File: config.mk
export PLATFORM = sky130hd
export DESIGN_NAME = flit_stream_monitor
export DESIGN_NICKNAME = d
export VERILOG_FILES = /design/src/rtl/flit_stream_monitor.sv
export SDC_FILE = /design/constraint.sdc
export NUM_CORES = 1
export LEC_CHECK = 0
export ABC_CLOCK_PERIOD_IN_PS = 22000
export BUFFER_PORTS_ARGS = -buffer_cell sky130_fd_sc_hd__buf_2
export CORE_MARGIN = 2
export CORE_UTILIZATION = 55
export DETAILED_ROUTE_END_ITERATION = 8
export GPL_ROUTABILITY_DRIVEN = 0
export PLACE_DENSITY = 0.81
export SETUP_SLACK_MARGIN = 0.02
export SKIP_LAST_GASP = 1
export SLEW_MARGIN = 30
export SYNTH_ARGS = -nofsm -noshare
export SYNTH_HDL_FRONTEND = slang
export SYNTH_SLANG_ARGS = --single-unit
File: constraint.sdc
create_clock -name clk -period 22 [get_ports clk]
set_input_delay 3.3 -clock clk [delete_from_list [all_inputs] [get_ports clk]]
set_output_delay 3.3 -clock clk [all_outputs]
set_load 0.01 [all_outputs]
File: src/rtl/flit_stream_monitor.sv
// Flit stream monitor: delimits packets, reports length/toggle summaries through one valid/ready slot.
// Summary appears one cycle after the close cycle. The input is never stalled; a summary that finds the slot full is dropped.
module flit_stream_monitor #(
  parameter int N       = 25,
  parameter int PAYLOAD = 20,
  parameter int MAX_LEN = 64,
  parameter int CNT_W   = 16,
  parameter int TOT_W   = 32
) (
  input  logic             clk,
  input  logic             rst,
  input  logic             in_valid,
  input  logic [N-1:0]     in_op1,
  input  logic [N-1:0]     in_op2,
  output logic             pkt_valid,
  input  logic             pkt_ready,
  output logic [CNT_W-1:0] pkt_len,
  output logic [CNT_W-1:0] pkt_toggles,
  output logic             pkt_len_err,
  output logic [TOT_W-1:0] total_toggles,
  output logic [7:0]       drop_cnt,
  output logic             busy
);

  localparam int FW  = 2 * N;
  localparam int D_W = $clog2(FW + 1);

  typedef enum logic {IDLE, RECV} state_t;

  state_t           state, state_n;
  logic [FW-1:0]    flit, prev_flit, diff;
  logic [D_W-1:0]   d;
  logic [CNT_W-1:0] len_acc, len_n, tog_acc, tog_n, tog_sum;
  logic [CNT_W-1:0] close_len, close_tog;
  logic [CNT_W:0]   tog_wide;
  logic [TOT_W:0]   tot_wide;
  logic             close, load, pop;

  assign flit = {in_op2, in_op1};
  assign diff = flit ^ prev_flit;

  always_comb begin
    d = '0;
    for (int i = 0; i < FW; i++) begin
      d = d + D_W'(diff[i]);
    end
  end

  // A packet's first flit starts its toggle sum from zero rather than from the stale accumulator.
  assign tog_wide = {1'b0, (state == RECV) ? tog_acc : {CNT_W{1'b0}}} + (CNT_W+1)'(d);
  assign tog_sum  = tog_wide[CNT_W] ? {CNT_W{1'b1}} : tog_wide[CNT_W-1:0];
  assign tot_wide = {1'b0, total_toggles} + (TOT_W+1)'(d);

  always_comb begin
    state_n   = state;
    len_n     = len_acc;
    tog_n     = tog_acc;
    close     = 1'b0;
    close_len = len_acc;
    close_tog = tog_acc;
    case (state)
      IDLE: begin
        if (in_valid) begin
          state_n = RECV;
          len_n   = CNT_W'(1);
          tog_n   = tog_sum;
        end
      end
      RECV: begin
        if (in_valid && (len_acc < CNT_W'(MAX_LEN - 1))) begin
          len_n = len_acc + CNT_W'(1);
          tog_n = tog_sum;
        end else begin
          close   = 1'b1;
          state_n = IDLE;
          len_n   = '0;
          tog_n   = '0;
          if (in_valid) begin
            close_len = CNT_W'(MAX_LEN);
            close_tog = tog_sum;
          end
        end
      end
      default: state_n = IDLE;
    endcase
  end

  assign pop  = pkt_valid && pkt_ready;
  assign load = close && (!pkt_valid || pkt_ready);
  assign busy = (state == RECV);

  always_ff @(posedge clk or posedge rst) begin
    if (rst) begin
      state         <= IDLE;
      prev_flit     <= '0;
      len_acc       <= '0;
      tog_acc       <= '0;
      total_toggles <= '0;
    end else begin
      state   <= state_n;
      len_acc <= len_n;
      tog_acc <= tog_n;
      if (in_valid) begin
        prev_flit     <= flit;
        total_toggles <= tot_wide[TOT_W] ? {TOT_W{1'b1}} : tot_wide[TOT_W-1:0];
      end
    end
  end

  // Report slot: load and pop in the same cycle keeps pkt_valid high.
  always_ff @(posedge clk or posedge rst) begin
    if (rst) begin
      pkt_valid   <= 1'b0;
      pkt_len     <= '0;
      pkt_toggles <= '0;
      pkt_len_err <= 1'b0;
      drop_cnt    <= '0;
    end else begin
      if (load) begin
        pkt_valid   <= 1'b1;
        pkt_len     <= close_len;
        pkt_toggles <= close_tog;
        pkt_len_err <= (close_len != CNT_W'(PAYLOAD));
      end else if (pop) begin
        pkt_valid <= 1'b0;
      end
      if (close && !load && (drop_cnt != 8'hFF)) begin
        drop_cnt <= drop_cnt + 8'd1;
      end
    end
  end

endmodule

# Yosys cells after proc, flatten, opt, wreduce, memory -nomap -nowiden
# Index checks and enable logic that the tools add are counted.
# totals
register_bits	157
in_bits	54
out_inout_bits	75
wordCells	99
# classes
addsub	53
n_lt_le_gt_ge	1
n_eq_ne	3
n_mux	21
bitwise	2
n_reduce_logical	9
# op_table
cell	n
6-bit by 1-bit adder with 6-bit output	44
16-bit two-way mux	11
16-bit one-hot mux with 2 select lines	2
50-bit bitwise XOR	1
32-bit by 6-bit adder with 33-bit output	1
32-bit two-way mux	1
16-bit by 6-bit adder with 17-bit output	1
16-bit by 1-bit adder with 16-bit output, second input constant	1
16-bit by 6-bit less-than comparator with 1-bit output, second input constant	1
16-bit by 5-bit inequality test with 1-bit output, second input constant	1
8-bit by 1-bit adder with 8-bit output, second input constant	1
8-bit inequality test, second input constant	1
5-bit by 1-bit adder with 6-bit output	1
1-bit two-way mux	6
4-bit by 1-bit adder with 5-bit output	1
1-bit logical AND	5
3-bit by 1-bit adder with 4-bit output	1
2-bit by 1-bit adder with 3-bit output	1
1-bit by 1-bit adder with 2-bit output	1
1-bit zero test	2
2-bit inequality test, second input constant	1
1-bit one-hot mux with 2 select lines	1
2-bit nonzero test	1
1-bit logical OR	1
1-bit inverter	1

# Depth between registers and ports, before layout
# logic_depth
word_depth	55
depth_mapped	25

# Least setup slack after synthesis
# No wires, ideal clock.
# synth_timing
path_kind	in2reg
from	in in_op1[17]
to	reg total_toggles[30]
setup_time_ns	0.127
arrival_ns	9.811
path_slack_ns	12.062
stages	24
path_buffers	0
path_cell_list	xor2_1 -> fa_1 -> inv_1 -> fa_1 -> inv_1 -> fa_1 -> fa_1 -> fa_1 -> fa_1 -> inv_1 -> fa_1 -> inv_1 -> ha_1 -> a211oi_2 -> o21ba_2 -> nor2_1 -> ha_1 -> inv_1 -> o21bai_1 -> nor2_1 -> o31a_4 -> nor3_4 -> and3_1 -> mux2_1
# synth_via
elab_chain_cells	36
# synth_rtl
item	line	rtl
from (decl)	13	input logic [N-1:0] in_op1,
50-bit bitwise XOR	40	assign diff = flit ^ prev_flit;
6-bit by 1-bit adder with 6-bit output (33 in a row)	45	d = d + D_W'(diff[i]);
32-bit by 6-bit adder with 33-bit output	52	assign tot_wide = {1'b0, total_toggles} + (TOT_W+1)'(d);
32-bit two-way mux	105	total_toggles <= tot_wide[TOT_W] ? {TOT_W{1'b1}} : tot_wide[TOT_W-1:0];
to (signal assigned)	105	
to (decl)	20	output logic [TOT_W-1:0] total_toggles,
# No other way between the ends.
# A chain may end at the register's enable or synchronous reset.

# Worst setup path after layout
# layout_timing
from	in in_op1[0]
to	reg pkt_toggles[11]
# layout_via
elab_chain_cells	55
# layout_rtl
item	line	rtl
50-bit bitwise XOR	40	
1-bit by 1-bit adder with 2-bit output	45	
2-bit by 1-bit adder with 3-bit output	45	
3-bit by 1-bit adder with 4-bit output	45	
4-bit by 1-bit adder with 5-bit output	45	
5-bit by 1-bit adder with 6-bit output	45	
6-bit by 1-bit adder with 6-bit output (44 in a row)	45	
16-bit by 6-bit adder with 17-bit output	50	assign tog_wide = {1'b0, (state == RECV) ? tog_acc : {CNT_W{1'b0}}} + (CNT_W+1)'(d);
16-bit two-way mux	51	assign tog_sum = tog_wide[CNT_W] ? {CNT_W{1'b1}} : tog_wide[CNT_W-1:0];
16-bit two-way mux	-	
16-bit two-way mux	70	if (in_valid && (len_acc < CNT_W'(MAX_LEN - 1))) begin
16-bit two-way mux	61	case (state)
to (signal assigned)	122	pkt_toggles <= close_tog;
to (decl)	18	output logic [CNT_W-1:0] pkt_toggles,
# No other way between the ends.

==> impl_metrics.ini <==
[logic_synthesis]
yosysSeqAreaShare = 0.4262
synthFlopType = dfrtp_1
syn_nets = 995
syn_area_per_cell_um2 = 10.50
ys_warn_count = 0
syn-cell-area_um2 = 9218
syn_inst = 878
synth_edf_count = 0
ys_ff_latch = 157
synthArstFlopShare = 1.000
synth.distinct_cells = 78

[timing]
tightest_slew_ps = 880.5
min_period_ps = 10490
finalHoldViolCount = 0
finalSetupViolCount = 0
slew_headroom = 0.4130
finClkSkew_ps = 7.667
drv_slew = 0
rsz0062_at_grt = false
period_share = 0.4769
timing.fmax_ghz = 0.09531
fin_setup_tns_ps = 0

[critical_path]
crit_buf_inv = 5
crit_family = adder cells
start_kind = input pin
crit_fanout = 11
critPathMaxStageDelay_ps = 680
slowest_stage = o32ai_2
path_class = in2reg
cp.arrival_ps = 10820
crit_required_ps = 22320
cpMostUsedCell = fa_1
setup.worst_path.end_class = register
crit_chain = buf_2 -> xnor2_1 -> fa_1 -> inv_1 -> fa_1 -> fa_1 -> fa_1 -> fa_1 -> inv_1 -> fa_1 -> fa_1 -> inv_1 -> ha_1 -> inv_1 -> fa_1 -> xnor2_1 -> ha_1 -> a21oi_1 -> a21oi_1 -> a311o_1 -> o32ai_2 -> nor3b_1 -> nor4b_1 -> o31ai_1

[global_route]
grt_antenna_before_repair = 0
met2_usage = 0.3677
top_usage_layer = met2
grt_first_pass_wirelength_um = 33110
grt_max_degree = 81
grt-ovfl-total = 0
grt_pass1_vias = 6684
use_met1 = 0.3250
grt.total_usage = 0.2315
grtUsageMet3 = 0.04376

[cts]
cts_inserted_buffers = 17
root_buffer = clkbuf_16
cts_tree = built
cts-resized-gates = 0
cts_buffer_depth = 2
cts_sinks = 157
cts_setup_buffers = 0
clock_latency_ps = 420
h-tree-depth = 4
clk_pin_slew_ps = 60
hold_buffers = 0

[final_layout]
multi_input_area_um2 = 4921
area.sequential_um2 = 3929
fillers = 1340
mostFrequentLayoutCells = dfrtp_1 (157), buf_2 (127), nand2_1 (95)
diodes = 0
nets = 1109
mostFrequentLayoutCell = dfrtp_1
area_growth_pct = 15.15
drive_above_1_share = 0.2460

[floorplanning]
die_w_um = 133.5
pin_count = 129
initial_core_util = 0.5598
core_area_um2 = 16470
rows = 47
die_h_um = 133.5
fp.dieArea_um2 = 17810

[route]
detail-route-antenna-nets = 0
drt_iter0_drc = 498
routed-via-count = 6772
drc_errors = 0
via_per_inst = 5.533
drt-total-wl_um = 19530
wl_per_cell_um = 15.96
drt_first_pass_iters = 6

[run]
drv_cap = 0

[place]
portBuffers = 128
hpwlAfterDp_um = 13720

[outcome]
status = finished clean

[worst_hold_path]
hold_class = reg2reg
[state kept, by name, summed over array words and instances (netlist names)]
name	cells
pkt_len	16
tog_acc	16
busy	1
len_acc	16
pkt_len_err	1
total_toggles	32
prev_flit	50
pkt_valid	1
pkt_toggles	16
drop_cnt	8
[worst register-to-register path, stage by stage, from the launching register on]
cell and delay, ps:
dfrtp_1 400, xnor2_1 160, fa_1 540, inv_1 60, fa_1 520, fa_1 520
fa_1 530, fa_1 550, inv_1 50, fa_1 510, fa_1 490, inv_1 80
ha_1 190, inv_1 60, fa_1 400, xnor2_1 340, ha_1 350, a21oi_1 220
a21oi_1 130, a311o_1 340, o32ai_2 680, nor3b_1 230, nor4b_1 210, o31ai_1 260
[cell families (layout without fill, tap and decap cells)]
logic type      count (synthesis)  count (layout)  synth area share
flops                         157             157            0.4262
mux                            61              61           0.07384
compound gates                142             142            0.1079
buf+inv                        95             221           0.04167
simple gates                  276             276            0.1490
fa+ha+maj                      64              64            0.1216
xor+xnor                       83              83           0.07968
[cell usage after synthesis (all sizes together) (2+ instances only)]
master / n / area (um2)
dfrtp: 157 / 3929
nand2: 95 / 356.6
inv: 57 / 214.0
mux2: 56 / 630.6
nor2: 47 / 178.9
fa: 43 / 860.8
xor2: 43 / 384.1
xnor2: 40 / 350.3
a21oi: 38 / 197.7
nand3: 36 / 185.2
o21ai: 31 / 155.2
clkbuf: 24 / 90.09
nor3: 21 / 137.6
ha: 20 / 250.2
and2: 17 / 106.4
and3: 17 / 106.4
buf: 13 / 76.32
nand4: 12 / 75.07
a31oi: 10 / 62.56
a211oi: 9 / 77.57
o31ai: 9 / 67.56
nand2b: 8 / 50.05
o22ai: 6 / 51.30
mux2i: 5 / 50.05
or2: 4 / 27.53
a31o: 3 / 26.28
and4: 3 / 26.28
nor3b: 3 / 22.52
nor4: 3 / 18.77
o211ai: 3 / 27.52
o21bai: 3 / 22.52
a21boi: 2 / 15.01
a21o: 2 / 15.01
a221oi: 2 / 23.77
a22o: 2 / 17.52
nor4b: 2 / 17.52
o21ba: 2 / 20.02
o221a: 2 / 22.52
o22a: 2 / 17.52
o2bb2ai: 2 / 17.52
o32ai: 2 / 25.03
or4: 2 / 15.01
[worst paths after layout]
kind	slack, ps	depth (start not counted)	end	from
min in group asynchronous	3000	2	prev_flit[41]$_DFFE_PP0P_	rst
worst min-delay path	460	2	pkt_len[13]$_DFFE_PP0P_	pkt_len[13]$_DFFE_PP0P_
worst max-delay path	11510	24	pkt_toggles[11]$_DFFE_PP0P_	in_op1[0]
worst max register to register	14070	23	pkt_toggles[11]$_DFFE_PP0P_	prev_flit[0]$_DFFE_PP0P_
max in group asynchronous	17820	3	pkt_toggles[0]$_DFFE_PP0P_	rst
worst min register to register	460	2	pkt_len[13]$_DFFE_PP0P_	pkt_len[13]$_DFFE_PP0P_
[area by class of cell]
| cell class | count | share of cell area |
|---|---|---|
| Sequential cell | 157 | 0.3702 |
| Inverter | 58 | 0.02098 |
| Multi-Input combinational cell | 626 | 0.4636 |
| Tap cell | 220 | 0.02593 |
| Clock buffer | 19 | 0.04267 |
| Clock inverter | 12 | 0.01285 |
| Timing Repair Buffer | 132 | 0.06377 |
[per-layer routing]
layer  part of all wire  vias to the layer above  wire (um)
met5                  0                        -          0
met4              0.013                        0        261
met3              0.050                       21        983
met1               0.45                     3310       8787
li1                   -                     3250          -
met2               0.49                      191       9497
[stage by stage]
step / setup slack (ps) / cells / area (um2) / hold slack, ps / util
6_report: 11510 / 1224 / 10610 / 459.9 / 0.6446
5_1_grt: 11130 / 1224 / 10610 / 482.3 / 0.6446
4_1_cts: 11580 / 1224 / 10600 / 464.3 / 0.6435
3_5_place_dp: 11200 / 1193 / 10010 / 450.3 / 0.6078
3_3_place_gp: 11350 / 1193 / 10010 / 446.8 / 0.6078
2_1_floorplan: 12060 / 878 / 9218 / 462.9 / -
Power is not shown: default switching activity piles up to over one toggle a cycle in this logic, so the estimate is an artifact.
